$ cat src/rtl/output_port_arbiter.sv
// ============================================================================
// Module   : output_port_arbiter
// Brief    : Wormhole round-robin output-port allocator; grant held head..tail.
//            Optional stall watchdog enabled by defining OPA_WATCHDOG_EN.
// Revision : 1.0
// ============================================================================
`default_nettype none

module output_port_arbiter #(
  parameter int N_IN    = 5,
  parameter int TIMEOUT = 256
) (
  input  logic                clk,
  input  logic                arst,
  input  logic [N_IN-1:0]     req_i,
  input  logic [2*N_IN-1:0]   flit_type_i,
  input  logic                fire_i,
  output logic [N_IN-1:0]     grant_o,
  output logic                locked_o,
  output logic                timeout_o
);

  localparam int PW = (N_IN > 1) ? $clog2(N_IN) : 1;

  localparam logic [0:0] S_IDLE   = 1'b0;
  localparam logic [0:0] S_LOCKED = 1'b1;

  logic [0:0]      r_state, w_state_nxt;
  logic [N_IN-1:0] r_grant, w_grant_nxt;
  logic [PW-1:0]   r_ptr, w_ptr_nxt;
  logic [1:0]      w_gtype;
  logic            w_release;
  logic            w_force;
  logic [N_IN-1:0] w_arb_req;
  logic            w_found;
  logic [PW-1:0]   w_win;

  always_comb begin
    w_gtype = 2'b00;
    for (int i = 0; i < N_IN; i++) begin
      if (r_grant[i]) w_gtype = w_gtype | flit_type_i[2*i +: 2];
    end
  end

  assign w_release = (r_state == S_LOCKED) &&
                     ((fire_i && (w_gtype == 2'b10 || w_gtype == 2'b11)) || w_force);

  // The releasing owner is masked so it can only win again from a later cycle.
  assign w_arb_req = (r_state == S_LOCKED) ? (req_i & ~r_grant) : req_i;

  always_comb begin
    int idx;
    w_found = 1'b0;
    w_win   = r_ptr;
    idx     = 0;
    for (int k = 1; k <= N_IN; k++) begin
      idx = int'(r_ptr) + k;
      if (idx >= N_IN) idx = idx - N_IN;
      if (!w_found && w_arb_req[PW'(idx)]) begin
        w_found = 1'b1;
        w_win   = PW'(idx);
      end
    end
  end

`ifdef OPA_WATCHDOG_EN
  localparam int WW = $clog2(TIMEOUT + 1);

  logic [WW-1:0] r_wd, w_wd_nxt;
  logic          r_timeout;

  assign w_force  = (r_state == S_LOCKED) && !fire_i && (r_wd == WW'(TIMEOUT - 1));
  assign w_wd_nxt = (r_state == S_LOCKED && !fire_i && !w_force) ? r_wd + WW'(1) : '0;

  always_ff @(posedge clk or negedge arst) begin
    if (!arst) begin
      r_wd      <= '0;
      r_timeout <= 1'b0;
    end else begin
      r_wd      <= w_wd_nxt;
      r_timeout <= w_force;
    end
  end

  assign timeout_o = r_timeout;
`else
  // TIMEOUT has no effect without the watchdog; this term is constant false.
  assign w_force   = (TIMEOUT < 0);
  assign timeout_o = 1'b0;
`endif

  always_ff @(posedge clk or negedge arst) begin
    if (!arst) begin
      r_state <= S_IDLE;
      r_grant <= '0;
      r_ptr   <= PW'(N_IN - 1);
    end else begin
      r_state <= w_state_nxt;
      r_grant <= w_grant_nxt;
      r_ptr   <= w_ptr_nxt;
    end
  end

  always_comb begin
    w_state_nxt = r_state;
    w_grant_nxt = r_grant;
    w_ptr_nxt   = r_ptr;
    case (r_state)
      S_IDLE: begin
        if (w_found) begin
          w_state_nxt = S_LOCKED;
          w_grant_nxt = N_IN'(1) << w_win;
          w_ptr_nxt   = w_win;
        end
      end
      S_LOCKED: begin
        if (w_release) begin
          if (w_found) begin
            w_grant_nxt = N_IN'(1) << w_win;
            w_ptr_nxt   = w_win;
          end else begin
            w_state_nxt = S_IDLE;
            w_grant_nxt = '0;
          end
        end
      end
      default: begin
        w_state_nxt = S_IDLE;
        w_grant_nxt = '0;
      end
    endcase
  end

  always_comb begin
    grant_o  = r_grant;
    locked_o = (r_state == S_LOCKED);
  end

endmodule

`default_nettype wire

$ cat config.mk
export PLATFORM = sky130hd
export DESIGN_NAME = output_port_arbiter
export DESIGN_NICKNAME = d
export VERILOG_FILES = /design/src/rtl/output_port_arbiter.sv
export SDC_FILE = /design/constraint.sdc
export NUM_CORES = 1
export LEC_CHECK = 0
export ABC_AREA = 1
export CORE_UTILIZATION = 49
export DETAILED_ROUTE_END_ITERATION = 10
export GPL_TIMING_DRIVEN = 0
export HOLD_SLACK_MARGIN = 0.12
export PLACE_DENSITY = 0.77
export SLEW_MARGIN = 15
export SYNTH_ARGS = -nofsm -noshare
export SYNTH_HDL_FRONTEND = slang
export SYNTH_SLANG_ARGS = --single-unit
$ cat constraint.sdc
create_clock -name clk -period 2.7 [get_ports clk]
set_input_delay 0.27 -clock clk [delete_from_list [all_inputs] [get_ports clk]]
set_output_delay 0.27 -clock clk [all_outputs]
set_load 0.02 [all_outputs]
==> summary.txt <==
Run status
  – Status: finished with violations
  – Failing checks: DRC, setup timing

Timing
  – Setup ws final: -0.0971 ns
  – Max Fclk: 358 MHz
  – Min Tclk post-route: 2.80 ns
  – Crit share post-route: 104%
  – Hold WS: 0.309 ns
  – Pins Over Slew Limit: 0
  – Final setup vio count: 6
  – Final hold vios: 0
  – RSZ-0062 raised after global routing: true
  – Skew final: 0.000824 ns

Min path
  – Min-delay worst type: input port to asynchronous set/reset pin

Drt
  – Initial drt markers: 127
  – Detailed-route wire length per cell: 14.1 um
  – # DRC: 1
  – Routed vias: 1957
  – Vias/cell: 5.50
  – Drt pass-1 iters: 7
  – WL final: 5.03 mm
  – Detail Route Antenna Nets: 0

Yosys
  – Seq cells post-synth: 9
  – Netlist Area Pre-Place: 1570 um2
  – Mean Syn Cell Area: 5.83 um2
  – Synth Net Count: 298
  – Ys Warns: 0
  – Seq/Total Area, Yosys: 14.4%
  – Unique cell type count in the Yosys netlist: 33
  – Syn Inst Count: 269

Die
  – Rows: 20
  – CORE AREA: 3050 um2
  – Die area: 3430 um2
  – Starting Density: 51.4%
  – Die H: 58.6 um
  – Die W: 58.6 um
  – Num ports: 25

Finish
  – Final net count: 342
  – Most frequent cells in the layout: 65 x nand2_1, 40 x nand3_1, 34 x inv_1, 18 x clkdlybuf4s50_1
  – Multi-input logic area: 1390 um2
  – Area of all sequential standard cells: 229 um2
  – Area Growth Syn to Fin: 46.0%
  – Fillers: 234
  – Antenna Cells: 0
  – Share of layout cells above drive strength 1: 33.0%
  – Non-Filler Instances: 356
  – Most common cell after layout, fill and taps aside: nand2_1

Clocking
  – Clock latency at the later pin of the worst-skew pair: 0.25 ns
  – Root cell of the clock tree: clkbuf_4
  – H-Tree Depth: 1
  – CTS tree: done
  – Clock transition at path regs: 0.06 ns
  – Hold-fix buffers, CTS: 0
  – CTS buffer count: 3
  – Longest Clk Path Bufs: 2
  – Clock Sinks: 9

GRT
  – Antenna violations before repair: 0
  – Maximum number of pins on one net before global-route repair: 11
  – Number of global-route vias before repair: 1758
  – First-pass GRT wire length: 7.25 mm
  – Total track usage: 27.4%
  – Total gr overflow: 0

Setup path
  – Worst-path maximum fanout: 6
  – Crit start category: register
  – RR Startpoint: r_ptr[1]
  – Setup crit end kind: register
  – Required time worst endpoint: 2.84 ns
  – Worst Path Class, Setup: register to register
  – Reg2Reg Depth: 20
  – Endpoint arrival time on the critical path: 2.94 ns
  – Worst setup startpoint: r_ptr[1]

Run
  – Maxcap violations: 0

Placed design
  – HPWL after DPL: 3.44 mm
  – Port bufs: 18
  – Cells after DPL: 331
  – RD Place Congestion: 0.920
  – Place WS: -0.486 ns
-- final cells by class --
class                   instances  area share, %
multi-input cells             211           60.7
repair buffers                 39           16.3
flip-flops and latches          9           10.0
inverters                      46           8.14
well taps                      44           2.40
plain buffers                   3           1.31
clock buffers                   4           1.15
-- cells in the mapped netlist --
cell type	count	area [um2]
nor2_1	7	26.3
a21oi_1	3	15.0
nor3_1	1	5.00
nor2_4	1	11.3
a31oi_1	1	6.26
xor2_2	1	16.3
nand2_1	82	308
o31ai_1	1	7.51
fa_1	1	20.0
xnor2_1	1	8.76
dfstp_2	1	26.3
buf_2	1	5.00
o21ai_2	1	8.76
nand2_4	1	11.3
dfrtp_1	8	200
nand3_2	6	60.1
nand4_1	8	50.1
a21oi_2	1	8.76
nand3b_1	2	15.0
inv_2	4	15.0
buf_4	1	7.51
o211ai_1	3	22.5
o21bai_1	2	15.0
nand3_1	51	255
conb_1	1	3.75
buf_6	1	11.3
inv_1	42	158
a22o_1	1	8.76
ha_1	10	125
o21ai_0	12	60.1
o21ai_1	5	25.0
nand2_2	7	43.8
a21o_1	1	7.51
-- timing repair --
action	4_1_cts	5_1_grt
hold endpoints to repair	0	0
buffers inserted	13	8
gates resized for setup	30	49
pin swaps	14	27
setup endpoints to repair	9	8
-- state kept, by name, indices dropped and copies added, names as in the netlist --
name      flops
grant_o       5
r_ptr         3
locked_o      1
-- layer usage --
metal / part of all wire (%) / GRT usage [%] / up-vias / routed length, um
li1: - / - / 969 / -
met1: 41 / 30.7 / 893 / 2050
met2: 52 / 52.9 / 75 / 2610
met3: 3.9 / 1.10 / 20 / 194
met4: 3.5 / 13.3 / 0 / 177
met5: 0 / 0 / - / 0
-- worst max-delay path: stages (launching register included) --
cell,delay (ns)
dfrtp_2,0.46
clkinvlp_4,0.25
buf_6,0.19
ha_1,0.20
nand2_1,0.15
nand2_4,0.08
nand2_4,0.09
buf_4,0.11
nand2_1,0.05
o21ai_2,0.10
nand3_2,0.10
nand3_2,0.09
nand2_4,0.08
nor2_4,0.16
nand3_2,0.11
inv_2,0.09
nand2_1,0.08
nand2_4,0.12
nor2_1,0.04
nand2_1,0.06
nand2_1,0.05
-- final timing paths --
path | slack, ns | to
worst max-delay path | -0.1 | grant_o[3]
worst min-delay path | 0.31 | grant_o[0]
worst max register to register | -0.1 | grant_o[3]
worst min register to register | 0.54 | grant_o[0]
max in group asynchronous | 2.07 | r_ptr[2]
min in group clk | 0.54 | grant_o[0]
-- metrics by stage --
step	setup TNS [ns]	util (%)	instance area, um2
after global routing	-1.75	75.0	2290
final	-0.416	75.0	2290
after detailed placement	-3.42	59.1	1800
after floorplan	0	-	1570
after CTS	-0.00188	67.0	2050
after global placement	-2.75	59.1	1800
-- logic make-up after synthesis --
group                    count (synthesis)  share of synthesized area (%)
other                                    1                          0.239
AND/OR/NAND/NOR                        166                           50.1
buffers and inverters                   49                           12.5
AO/OA/AOI/OAI                           31                           11.8
adder cells (fa/ha/maj)                 11                           9.26
XOR/XNOR                                 2                           1.60
flip-flops                               9                           14.4
Power is left out: the tool's default activity adds up to more than one toggle a clock period on the data nets, which glitch-free logic cannot reach.
